[src/rtl/pulse_frame_packer.sv]
// pulse_frame_packer: timestamps identified pulse results into a FIFO and streams them as 14-byte checksummed frames
module pulse_frame_packer #(
  parameter int          DEPTH     = 4,
  parameter logic [7:0]  SYNC_BYTE = 8'hA5
) (
  input  logic                     clk_96MHz,
  input  logic                     reset,
  input  logic                     data_availible,
  input  logic [16:0]              pulse_id_0,
  input  logic [16:0]              pulse_id_1,
  input  logic [16:0]              polynomial,
  input  logic [23:0]              system_timestamp,
  output logic                     reset_pulse_identifier,
  output logic [7:0]               tx_byte,
  output logic                     tx_valid,
  input  logic                     tx_ready,
  output logic [$clog2(DEPTH):0]   fifo_level,
  output logic [7:0]               overflow_count
);
  localparam int AW = $clog2(DEPTH);
  localparam int LW = AW + 1;
  typedef enum logic [1:0] {IDLE, LOAD, SEND} state_t;
  logic [74:0]   mem [DEPTH];
  logic [74:0]   frame_q;
  logic [AW-1:0] wr_ptr_q, rd_ptr_q;
  logic [LW-1:0] level_q, level_d;
  logic          armed_q, ack_q;
  logic [7:0]    ovf_q;
  state_t        state_q, state_d;
  logic [3:0]    idx_q, idx_d;
  logic [7:0]    chk_q, chk_d;
  logic          cap, full, wr_en, pop, hs, fifo_ne;
  logic [7:0]    fb [16];
  assign cap     = armed_q && data_availible;
  assign full    = level_q == LW'(DEPTH);
  assign wr_en   = cap && !full;
  assign pop     = state_q == LOAD;
  assign fifo_ne = level_q != '0 || wr_en;
  assign hs      = tx_valid && tx_ready;
  assign level_d = level_q + LW'(wr_en) - LW'(pop);
  assign reset_pulse_identifier = ack_q;
  assign fifo_level     = level_q;
  assign overflow_count = ovf_q;
  assign tx_valid       = state_q == SEND;
  assign tx_byte        = tx_valid ? fb[idx_q] : 8'h00;
  always_ff @(posedge clk_96MHz) begin
    if (wr_en) mem[wr_ptr_q] <= {polynomial, pulse_id_0, pulse_id_1, system_timestamp};
    if (pop) frame_q <= mem[rd_ptr_q];
  end
  always_ff @(posedge clk_96MHz) begin
    if (reset) begin
      wr_ptr_q <= '0;
      rd_ptr_q <= '0;
      level_q  <= '0;
      armed_q  <= 1'b1;
      ack_q    <= 1'b0;
      ovf_q    <= 8'h00;
      state_q  <= IDLE;
      idx_q    <= 4'd0;
      chk_q    <= 8'h00;
    end else begin
      wr_ptr_q <= wr_en ? wr_ptr_q + 1'b1 : wr_ptr_q;
      rd_ptr_q <= pop ? rd_ptr_q + 1'b1 : rd_ptr_q;
      level_q  <= level_d;
      armed_q  <= cap ? 1'b0 : (!data_availible ? 1'b1 : armed_q);
      ack_q    <= cap;
      ovf_q    <= (cap && full && ovf_q != 8'hFF) ? ovf_q + 8'd1 : ovf_q;
      state_q  <= state_d;
      idx_q    <= idx_d;
      chk_q    <= chk_d;
    end
  end
  always_comb begin
    fb     = '{default: 8'h00};
    fb[0]  = SYNC_BYTE;
    fb[1]  = {7'b0, frame_q[74]};
    fb[2]  = frame_q[73:66];
    fb[3]  = frame_q[65:58];
    fb[4]  = {7'b0, frame_q[57]};
    fb[5]  = frame_q[56:49];
    fb[6]  = frame_q[48:41];
    fb[7]  = {7'b0, frame_q[40]};
    fb[8]  = frame_q[39:32];
    fb[9]  = frame_q[31:24];
    fb[10] = frame_q[23:16];
    fb[11] = frame_q[15:8];
    fb[12] = frame_q[7:0];
    fb[13] = chk_q;
  end
  always_comb begin
    state_d = state_q == IDLE ? (fifo_ne ? LOAD : IDLE) :
              state_q == LOAD ? SEND :
              (hs && idx_q == 4'd13) ? (fifo_ne ? LOAD : IDLE) : SEND;
    idx_d   = state_q == LOAD ? 4'd0 : hs ? idx_q + 4'd1 : idx_q;
    chk_d   = state_q == LOAD ? 8'h00 :
              (hs && idx_q != 4'd0 && idx_q != 4'd13) ? chk_q ^ tx_byte : chk_q;
  end
endmodule

[config.mk]
export PLATFORM = sky130hd
export DESIGN_NAME = pulse_frame_packer
export DESIGN_NICKNAME = d
export VERILOG_FILES = /design/src/rtl/pulse_frame_packer.sv
export SDC_FILE = /design/constraint.sdc
export NUM_CORES = 1
export LEC_CHECK = 0
export BUFFER_PORTS_ARGS = -buffer_cell sky130_fd_sc_hd__buf_2
export CAP_MARGIN = 20
export CORE_ASPECT_RATIO = 0.9
export CORE_UTILIZATION = 35
export DETAILED_ROUTE_END_ITERATION = 7
export PLACE_DENSITY = 0.56
export SETUP_SLACK_MARGIN = 0.4
export SKIP_LAST_GASP = 1
export SYNTH_ARGS = -nofsm -noshare
export SYNTH_HDL_FRONTEND = slang
export SYNTH_SLANG_ARGS = --single-unit
[constraint.sdc]
create_clock -name clk_96MHz -period 11.7 [get_ports clk_96MHz]
set_input_delay 2.34 -clock clk_96MHz [delete_from_list [all_inputs] [get_ports clk_96MHz]]
set_output_delay 2.34 -clock clk_96MHz [all_outputs]
set_load 0.03 [all_outputs]
; Word level (Yosys, flattened, before mapping)
; Memory sizes are Yosys's and may differ from the RTL's. A register that Yosys moved wholly into a read port is not among the register bits.
; Cells that the tools add are included.
[word_totals]
reg_bits = 31
mem_bits_rw = 300
mem_count = 1
[op_classes]
addsub = 6
magnitude_cmp = 1
n_eq_ne = 7
muxes = 12
bitwise_logic = 2
n_reduce_logical = 14
[memory_table]
columns = name, words, word_bits, read_ports, rd_clocked_by_memory_dff, wr, line
row1 = mem, 4, 75, 1, 1, 1, 23  ; logic [74:0] mem [DEPTH];
[op_table]
columns = cell, n
row1 = $bmux W8 S4, 1
row2 = $mux W8, 3
row3 = $add A8 B1 Y8 const B, 1
row4 = $logic_and A1 B1 Y1, 8
row5 = $ne A8 B8 Y1 const B, 1
row6 = $xor A8 B8 Y8, 1
row7 = $mux W2, 3
row8 = $ge A5 B5 Y1 const B, 1
row9 = $mux W1, 5
row10 = $not A4 Y5, 1
row11 = $add A2 B1 Y2 const B, 2
row12 = $add A4 B1 Y4 const B, 1
row13 = $eq A4 B4 Y1 const B, 1
row14 = $ne A4 B4 Y1 const B, 1
row15 = $reduce_bool A4 Y1, 1
row16 = $add A3 B1 Y3, 1
row17 = $eq A3 B3 Y1 const B, 1
row18 = $reduce_bool A3 Y1, 1
row19 = $sub A3 B1 Y3, 1
row20 = $eq A2 B1 Y1 const B, 1
row21 = $eq A2 B2 Y1 const B, 1
row22 = $logic_not A2 Y1, 1
row23 = $ne A2 B1 Y1 const B, 1
row24 = $reduce_or A2 Y1, 1
row25 = other kinds (2), 2

; Longest topological paths before layout
; Gate-level depths: netlist of run 1.
[logic_depth]
ltp_word = 8
ltp_mapped = 12
mapped_depth_nobuf = 11

; Worst setup path after synthesis of run 1
; Ideal clock, no wire load.
[synth_timing]
path_type = reg-to-reg
startpoint = register state_q[1]
endpoint = register level_q[2] (netlist: fifo_level[2])
t_arrival_ns = 5.480
slack_ns = 6.093
path_stages_with_launch = 10
period_less_slack_ns = 5.607
path_cell_list = dfxtp_1 -> nor2b_1 -> ha_1 -> inv_1 -> ha_1 -> inv_1 -> fa_1 -> xor2_1 -> xnor2_1 -> nor2_1
[synth_via]
elab_chain_cells = 2
[synth_rtl]
columns = element, line
row1 = "start, declared", 29  ; state_t state_q, state_d;
row2 = "start signal, assigned", 68  ; state_q <= state_d;
row3 = $eq A2 B1 Y1, 37  ; assign pop = state_q == LOAD;
row4 = $sub A3 B1 Y3, 40  ; assign level_d = level_q + LW'(wr_en) - LW'(pop);
row5 = "end signal, assigned", 64  ; level_q <= level_d;
row6 = "end, declared", 26  ; logic [LW-1:0] level_q, level_d;
; Every way passes these cells.
; A chain may end at the register's enable or synchronous reset.

; Worst setup path after layout of run 1
[layout_timing]
startpoint = register idx_q[1]
endpoint = output port tx_byte[1]
[layout_via]
elab_chain_cells = 5
[layout_rtl]
columns = element, line
row1 = "start, declared", 30  ; logic [3:0] idx_q, idx_d;
row2 = "start signal, assigned", 69  ; idx_q <= idx_d;
row3 = $not A4 Y5 (implied by the code), 45  ; assign tx_byte = tx_valid ? fb[idx_q] : 8'h00;
row4 = $bmux W8 S4, 45
row5 = $mux W8 (implied by the code) (2 in a row), 45
row6 = $mux W8, 45
row7 = "end, declared", 14  ; output logic [7:0] tx_byte,
; Every way passes these cells. The select of a mux whose other input is x is not followed.

==> results of run 1 <==
[placed cells by master (no fill, tap or decap), types with 5 or more instances in the layout]
cell type / n
nand2b_1: 7
ha_1: 10
nand3b_1: 6
xor2_1: 8
clkinv_1: 10
o21ai_0: 16
clkinv_2: 7
or3_1: 7
xnor2_1: 5
buf_4: 9
a21oi_1: 10
clkbuf_1: 11
edfxtp_1: 375
nor2_1: 30
and3_1: 6
dfxtp_1: 29
nand4_1: 6
mux4_2: 75
nand2_1: 10
clkbuf_16: 43
buf_2: 99
mux2i_1: 24
inv_1: 8
nor3b_1: 5
[cells by family (layout without fill, tap and decap cells)]
| group | after synthesis | count (layout) | synth area share |
|---|---|---|---|
| adder cells (fa/ha/maj) | 11 | 11 | 0.00947 |
| AND/OR/NAND/NOR | 96 | 96 | 0.0340 |
| AO/OA/AOI/OAI | 63 | 63 | 0.0284 |
| multiplexers | 104 | 104 | 0.132 |
| buffers and inverters | 42 | 194 | 0.0135 |
| other | 0 | 1 | 0 |
| flip-flops | 406 | 406 | 0.776 |
| XOR/XNOR | 13 | 13 | 0.00743 |
[through the flow]
stage / power [mW] / setup WS (ns) / cell area [um2]
2_1_floorplan: 2.25 / 6.09 / 15300
3_3_place_gp: 2.43 / 6.86 / 16400
3_5_place_dp: 2.44 / 6.83 / 16400
4_1_cts: 3.72 / 6.30 / 17700
5_1_grt: 3.81 / 6.07 / 17700
6_report: 3.66 / 6.33 / 17700
[layout make-up]
cell class                 count  share of cell area
antenna                        1            0.000141
sequential                   406               0.670
clock inverter                23              0.0106
timing repair buffer         108              0.0317
multi-input combinational    287               0.183
clock buffer                  54              0.0630
inverter                       9             0.00190
tap                          555              0.0392
[tightest hold or removal path, cell delays in order, from the launching register on]
cell and delay [ns]:
dfxtp_1 0.30, inv_1 0.04, nor2_1 0.03
[sequential cells by signal, summed over array words and instances (netlist names), 2 cells and up]
| name | count |
|---|---|
| wr_ptr_q | 2 |
| idx_q | 4 |
| mem | 300 |
| chk_q | 8 |
| state_q | 2 |
| rd_ptr_q | 2 |
| fifo_level | 3 |
| frame_q | 75 |
| overflow_count | 8 |
[per-layer routing]
layer	vias up	routed length [um]	track usage
met2	136	14100	0.212
met3	50	1500	0.0331
met5	-	48	0
met4	8	596	0.0384
li1	3244	-	-
met1	3651	14400	0.201
[power breakdown]
| group | switching (mW) | leakage [nW] | total, mW | internal, mW |
|---|---|---|---|---|
| Clock | 0.531 | 0.637 | 1.27 | 0.741 |
| Combinational | 0.277 | 1.42 | 0.500 | 0.223 |
| Sequential | 0.0857 | 3.68 | 1.88 | 1.80 |
| Total | 0.894 | 5.74 | 3.66 | 2.76 |
[worst paths after layout]
kind,startpoint,endpoint,depth (start not counted)
max,idx_q[1],tx_byte[1],6
min,armed_q,reset_pulse_identifier,2
max reg2reg,state_q[0],fifo_level[2],10
min reg2reg,armed_q,reset_pulse_identifier,2
==> reports/metrics.csv, run 1 <==
metric,value,unit
outcome,finished clean,
die width,223,um
P_leak,5.74,nW
Area Overhead vs Synth,15.8,%
# clock sinks,406,
Syn. warnings,0,
unrepaired setup endpoints after global routing,no,
hold buffers post-CTS,0,
via count,7089,
Final setup viols,0,
most common cell in the synthesized netlist,edfxtp_1,
vias in the first global route,7364,
TritonRoute pass-1 iters,4,
crit path cell chain,buf_4 -> nor2b_1 -> a22oi_1 -> o221ai_1 -> and3_1 -> buf_2,
GRT Resource Usage Total,0.140,
crit path buf inv count,2,
CP top delay family,flip-flops,
Cell variety after synth,51,
Pwr Density,206,mW/mm2
critical path class,register to output pin,
final hold vios,0,
FF/Latch Area,0.0119,mm2
initial drt markers,524,
Post CTS Setup Buffer Count,0,
CTS H-tree lvls,2,
num ports,100,
Slew Limit Fails,0,
first-pass GRT wire length,46700,um
number of flops mapped to enable cells by yosys,375,
antenna-violating nets left,0,
syn_nets,825,
Final TNS setup,0,ns
Async SR Flop Fraction,0,
Final period util,0.459,
Setup crit end kind,output pin,
Post-CTS Resized,0,
largest net degree at the start of global routing,81,
worst slew pin tran,1.01,ns
clock latency on the worst-skew pair,0.54,ns
CP Max Fanout,25,
drc violations,0,
total gr overflow,0,
"FF+latch count, synth",406,
Tmin final,5.37,ns
CP max-delay cell,dfxtp_1,
Min Hold Slack,0.422,ns
routed len/inst,21.3,um
final clock skew,0.0117,ns
Worst VDD drop,0.000101,V
PortBufs,99,
fin util,0.412,
placer congestion estimate,0.813,
area of the die,0.0446,mm2
CTS tree,yes,
multi-input logic area,0.00325,mm2
Mapped Area,0.0153,mm2
Synth Area per Inst,20.8,um2
Vias/cell,4.91,
Worst EP arrival,3.03,ns
Die Height,200,um
cts bufs inserted,42,
share of layout cells above drive strength 1,0.285,
Filler cells,3835,
crit-path max cell delay,0.76,ns
FP Rows,72,
Synth top area share,0.735,
Synth top cells by count,"edfxtp_1 (375), mux4_2 (75), dfxtp_1 (31)",
Initial Util,0.356,
Slew Limit Headroom,0.323,
Post-Route WL,30700,um
fmax,186,MHz
"non-filler cells, final",1443,
register area share after synthesis,0.776,
post-synthesis cell count,735,
clock buffer depth,3,
Final nets,944,
CP Launch Type,register,
clock-pin slew of the registers on the worst-case setup and hold paths,0.06,ns
clock root cell,clkbuf_16,
Core Area,0.0431,mm2
R2R Setup Slk,8.98,ns
max-cap viol count,0,
dpl hpwl,18900,um
initial antenna violation count,5,
placed instance count,1365,
Hold WC Path Type,register to register,
most area-consuming cells after synthesis,"edfxtp_1 (74%), mux4_2 (11%), dfxtp_1 (4.1%), mux2i_1 (1.6%), ha_1 (0.82%)",
"Top FF cell, synth",edfxtp_1,
Crit path required time,9.36,ns
"area leader, netlist",edfxtp_1,
Power figures use the tool's default switching activity.
==> run 2: changes to the inputs <==
==> constraint.sdc (replaced) <==
create_clock -name clk_96MHz -period 5 [get_ports clk_96MHz]
set_input_delay 1 -clock clk_96MHz [delete_from_list [all_inputs] [get_ports clk_96MHz]]
set_output_delay 1 -clock clk_96MHz [all_outputs]
set_load 0.03 [all_outputs]
==> run 2 against run 1 <==
  * Clock skew fell by 0.0048 ns
  * Via count rose by 1.6%
  * Count of clock-buffer cells in the layout fell by 1
  * Final cell count did not move
  * Critical path type unchanged
  * Highest routed layer unchanged
==> reports/metrics.csv, run 2 (synthesis gave the netlist of run 1 again) <==
metric,value,unit,change
CTS tree,yes,,
Largest Register,mem,,
WL met2,14100,um,-0.49%
"Design Area, Final",0.0178,mm2,+0.51%
hold path depth,2,,unchanged
antenna-violating nets left,0,,unchanged
Post-Route WL,30800,um,+0.21%
area of the die,0.0446,mm2,unchanged
total gr overflow,0,,unchanged
crit-path max cell delay,1.04,ns,+0.28 ns
FF/Latch Area,0.0119,mm2,unchanged
max-cap viol count,0,,unchanged
Max Used Layer,met5,,
CTS H-tree lvls,2,,unchanged
Area Overhead vs Synth,16.4,%,
vias in the first global route,7267,,-1.3%
die width,223,um,unchanged
P_leak,5.77,nW,+0.57%
drc violations,0,,unchanged
dpl hpwl,18400,um,-2.5%
most frequent cells in the layout,"edfxtp_1 (375), buf_2 (99), mux4_2 (75)",,
Filler cells,3816,,-0.50%
Crit path required time,4.00,ns,-5.36 ns
initial antenna violation count,7,,+2
critical path class,register to output pin,,
Tmin final,3.98,ns,
Setup crit end kind,output pin,,
worst slew pin tran,1.08,ns,+0.0702 ns
largest net degree at the start of global routing,80,,-1.2%
CP Launch Type,register,,
Post-CTS Resized,0,,unchanged
clock buffer depth,3,,unchanged
M1 WL,14200,um,-1.4%
placer congestion estimate,0.842,,+3.5%
Hold WC Path Type,register to register,,
"most common cell after layout, fill and taps aside",edfxtp_1,,
Die Height,200,um,unchanged
Final TNS setup,0,ns,unchanged
Final setup viols,0,,unchanged
Slew Limit Fails,0,,unchanged
fmax,251,MHz,
GRT Resource Usage Total,0.141,,+0.000986
"non-filler cells, final",1443,,unchanged
biggest regs,"mem (300), frame_q (75)",,
PortBufs,99,,unchanged
clock latency on the worst-skew pair,0.55,ns,about the same
Post CTS Setup Buffer Count,0,,unchanged
FP Rows,72,,unchanged
met3 wire len,1800,um,+20%
num ports,100,,unchanged
max reg flops,300,,unchanged
Final nets,946,,+0.21%
# clock sinks,406,,unchanged
final clock skew,0.00687,ns,-0.00481 ns
Area after DPL,0.0165,mm2,+0.38%
final hold vios,0,,unchanged
clock root cell,clkbuf_16,,
Worst EP arrival,2.98,ns,-0.05 ns
via count,7199,,+1.6%
first-pass GRT wire length,46800,um,+0.16%
routed len/inst,21.3,um,+0.21%
crit path cell chain,nor2b_1 -> a22o_1 -> a211o_1 -> and3_1 -> buf_2,,
multi-input logic area,0.00325,mm2,unchanged
Core Area,0.0431,mm2,unchanged
initial drt markers,548,,+4.6%
Vias/cell,4.99,,+1.6%
Slew Limit Headroom,0.276,,-0.0478
cts bufs inserted,43,,+2.4%
unrepaired setup endpoints after global routing,no,,
hold buffers post-CTS,0,,unchanged
Initial Util,0.356,,unchanged
Final period util,0.795,,
outcome,finished clean,,
TritonRoute pass-1 iters,6,,+2
Worst VDD drop,0.000226,V,+120%
CP Max Fanout,23,,-8.0%
share of layout cells above drive strength 1,0.292,,+0.00676
CP max-delay cell,dfxtp_1,,
clock-pin slew of the registers on the worst-case setup and hold paths,0.06,ns,about the same
R2R cell count,6,,-4
Pwr Density,480,mW/mm2,+130%
placed instance count,1365,,unchanged
[run 2: cell types whose count changed in the layout (fill, tap and decap cells not counted), moves of 2 or more]
cell / previous run / this run
clkinv_2: 7 / 9
clkbuf_1: 11 / 8
buf_12: 0 / 5
buf_4: 9 / 4
clkinv_1: 10 / 7
bufinv_16: 3 / 1
[run 2: where the power goes]
| group | leakage, nW | internal (mW) | switching, mW | total (mW) |
|---|---|---|---|---|
| combinational | 1.44 | 0.540 | 0.646 | 1.19 |
| sequential | 3.68 | 4.21 | 0.214 | 4.42 |
| clock | 0.643 | 1.68 | 1.26 | 2.94 |
[run 2: metal layers]
| layer | vias up | GRT usage |
|---|---|---|
| li1 | 3260 | - |
| met1 | 3702 | 0.202 |
| met2 | 172 | 0.208 |
| met3 | 55 | 0.0373 |
| met4 | 10 | 0.0466 |
| met5 | - | 0 |
[run 2: final timing paths]
kind	from	end	slack, ns
worst min-delay path	armed_q	reset_pulse_identifier	0.42
worst max register to register	idx_q[0]	chk_q[0]	2.32
worst min register to register	armed_q	reset_pulse_identifier	0.42
worst max-delay path	idx_q[0]	tx_byte[4]	1.02
[run 2: layout make-up]
type                    instances  share of cell area
repair buffers                109              0.0366
multi-input cells             287               0.182
clock inverters                23             0.00898
diodes                          1            0.000140
clock buffers                  53              0.0642
flip-flops and latches        406               0.667
well taps                     555              0.0390
inverters                       9             0.00190
[run 2: stage by stage]
step           hold slack, ns   util  power, mW  worst slack [ns]
4_1_cts                 0.428  0.413       8.69             0.904
3_3_place_gp            0.409  0.383       5.73              1.61
6_report                0.425  0.414       8.55              1.02
5_1_grt                 0.479  0.414       8.92             0.907
2_1_floorplan           0.404      -       5.26              1.03
3_5_place_dp            0.416  0.383       5.72              1.52
[run 2: critical path: cells and delay by family, from the launching register on]
family / cells / cell delay (ns)
flip-flops: 1 / 1.04
AO/OA/AOI/OAI: 2 / 0.65
AND/OR/NAND/NOR: 2 / 0.54
buffers and inverters: 1 / 0.19
==> run 3: changes to the inputs <==
==> constraint.sdc (replaced) <==
create_clock -name clk_96MHz -period 3.99 [get_ports clk_96MHz]
set_input_delay 0.798 -clock clk_96MHz [delete_from_list [all_inputs] [get_ports clk_96MHz]]
set_output_delay 0.798 -clock clk_96MHz [all_outputs]
set_load 0.03 [all_outputs]
==> run 3 against run 2 <==
  * Count of clock-buffer cells in the layout grew 3
  * Final cell count grew 0.69%
  * Critical path depth is the same
  * Sequential power grew 25%
  * Flip-flop and latch count is the same
  * Hold slack lost 0.0057 ns
  * Critical path type unchanged
==> reports/metrics.csv, run 3 (synthesis gave the netlist of run 1 again) <==
metric,value,unit,change
Setup crit end kind,output pin,,
clock latency on the worst-skew pair,0.56,ns,about the same
FF/Latch Area,0.0119,mm2,about the same
Slew Limit Fails,0,,unchanged
CP Launch Type,register,,
crit path cell chain,nor2_1 -> o221ai_1 -> and4_1 -> nor2_1 -> buf_2,,
Reg power frac,0.502,,-0.015
CTS tree,yes,,
outcome,finished clean,,
Final nets,955,,+0.95%
largest net degree at the start of global routing,47,,-41%
crit path from,idx_q[3],,
Largest Register,mem,,
critical path class,register to output pin,,
Crit path required time,3.19,ns,-0.81 ns
Worst VDD drop,0.000281,V,+24%
max-cap viol count,0,,unchanged
hold buffers post-CTS,0,,unchanged
switching power,2.66,mW,+25%
PortBufs,99,,unchanged
area of the die,0.0446,mm2,unchanged
CP top delay family,simple AND/OR/NAND/NOR gates,,
Pwr Density,612,mW/mm2,+27%
"most common cell after layout, fill and taps aside",edfxtp_1,,
vias in the first global route,7283,,+0.22%
final hold vios,0,,unchanged
max reg flops,300,,unchanged
total gr overflow,0,,unchanged
DP Worst Slack,0.969,ns,-0.551 ns
Switching Share,0.242,,-0.00629
Vias/cell,4.99,,about the same
Core Area,0.0431,mm2,unchanged
Tmin final,3.38,ns,
# clock sinks,406,,unchanged
multi-input logic area,0.00325,mm2,unchanged
dpl hpwl,19800,um,+7.6%
most frequent cells in the layout,"edfxtp_1 (375), buf_2 (99), mux4_2 (75)",,
share of layout cells above drive strength 1,0.296,,+0.00422
unrepaired setup endpoints after global routing,no,,
drc violations,0,,unchanged
CP most frequent cell,nor2_1,,
post-route setup slack,0.608,ns,-0.416 ns
Final setup viols,0,,unchanged
GRT Resource Usage Total,0.142,,+0.00106
num ports,100,,unchanged
FF-to-FF End,fifo_level[2],,
Worst R2R Start,fifo_level[1],,
FP Rows,72,,unchanged
Logic pwr share,0.138,,about the same
initial antenna violation count,8,,+1
via count,7250,,+0.71%
R2R Setup Slk,1.52,ns,-0.80 ns
crit path buf inv count,1,,unchanged
fin util,0.418,,+0.00395
clock power share,0.361,,+0.017
antenna-violating nets left,0,,unchanged
Die Height,200,um,unchanged
crit-path max cell delay,0.51,ns,-0.53 ns
Pwr Total,11.0,mW,+29%
TritonRoute pass-1 iters,4,,-2
Slew Limit Headroom,0.495,,+0.219
clock root cell,clkbuf_16,,
CTS H-tree lvls,2,,unchanged
first-pass GRT wire length,47200,um,+0.81%
Area Overhead vs Synth,17.5,%,
Hold WC Path Type,register to register,,
Worst EP arrival,2.58,ns,-0.40 ns
clock buffer depth,3,,unchanged
Filler cells,3787,,-0.76%
die width,223,um,unchanged
cts bufs inserted,43,,unchanged
final clock skew,0.0153,ns,+0.00839 ns
clock-pin slew of the registers on the worst-case setup and hold paths,0.06,ns,about the same
# diodes,0,,-1
Levels on crit path,5,,unchanged
R2R cell count,11,,+5
internal power,8.34,mW,+30%
Hold Path Origin,armed_q,,
Post-Route WL,31200,um,+1.3%
Worst Hold Path EP,reset_pulse_identifier,,
CP max-delay cell,dfxtp_1,,
routed len/inst,21.5,um,+0.64%
Final period util,0.848,,
P_leak,5.86,nW,+1.5%
Final TNS setup,0,ns,unchanged
biggest regs,"mem (300), frame_q (75)",,
worst slew pin tran,0.757,ns,-0.328 ns
placer congestion estimate,0.812,,-3.6%
Initial Util,0.356,,unchanged
hold path depth,2,,unchanged
CP Max Fanout,20,,-13%
initial drt markers,514,,-6.2%
fmax,296,MHz,
## run 3: cell count changes in the layout (fill, tap and decap cells not counted), sizes merged
cell,previous run,this run
inv,11,10
diode,1,0
bufinv,1,5
clkinvlp,1,0
clkbuf,53,56
clkinv,19,16
buf,109,118
## run 3: per-stage QoR
| step | hold WS [ns] | cells | area (um2) |
|---|---|---|---|
| 2_1_floorplan | 0.404 | 735 | 15300 |
| 3_3_place_gp | 0.411 | 1375 | 16600 |
| 3_5_place_dp | 0.413 | 1375 | 16600 |
| 4_1_cts | 0.417 | 1453 | 18000 |
| 5_1_grt | 0.435 | 1453 | 18000 |
| 6_report | 0.419 | 1453 | 18000 |
## run 3: cell type report
type,instances,area share
clock buffers,56,0.0648
clock inverters,22,0.0131
inverters,9,0.00188
multi-input cells,287,0.180
flip-flops and latches,406,0.661
well taps,555,0.0386
repair buffers,118,0.0403
## run 3: worst max-delay path by stage
stage	endpoint	slack, ns
finish	tx_byte[0]	0.61
global route	tx_byte[1]	0.50
CTS	tx_byte[1]	0.50
detailed placement	fifo_level[2]	0.97
global placement	fifo_level[2]	1.02
floorplan	mem[1][0]	0.47
## run 3: repair_timing
action,in CTS,in global routing
resized for setup,1,1
hold endpoints to repair,0,0
setup endpoints to repair,3,1
buffers inserted,0,0
## run 3: layer usage
metal / GRT usage / wire, um / vias to the layer above
met5: 0 / 96 / -
met3: 0.0376 / 1720 / 64
met1: 0.200 / 14300 / 3736
met2: 0.213 / 14400 / 157
li1: - / - / 3277
met4: 0.0483 / 712 / 16
## run 3: worst reg2reg max path, delay by kind of cell (launching register included)
kind | cells | cell delay [ns]
xor gates and xnor gates | 2 | 0.31
adders and majority gates | 3 | 0.80
buffers and inverters | 3 | 0.19
DFF | 1 | 0.43
and+or+nand+nor | 3 | 0.61
## run 3: power by group through the flow
| stage | Combinational [mW] | Sequential [mW] | Clock [mW] |
|---|---|---|---|
| after floorplan | 1.10 | 5.49 | 0 |
| after global placement | 1.56 | 5.61 | 0 |
| after detailed placement | 1.55 | 5.61 | 0 |
| after CTS | 1.56 | 5.53 | 4.07 |
| after global routing | 1.65 | 5.58 | 4.22 |
| final | 1.52 | 5.52 | 3.97 |
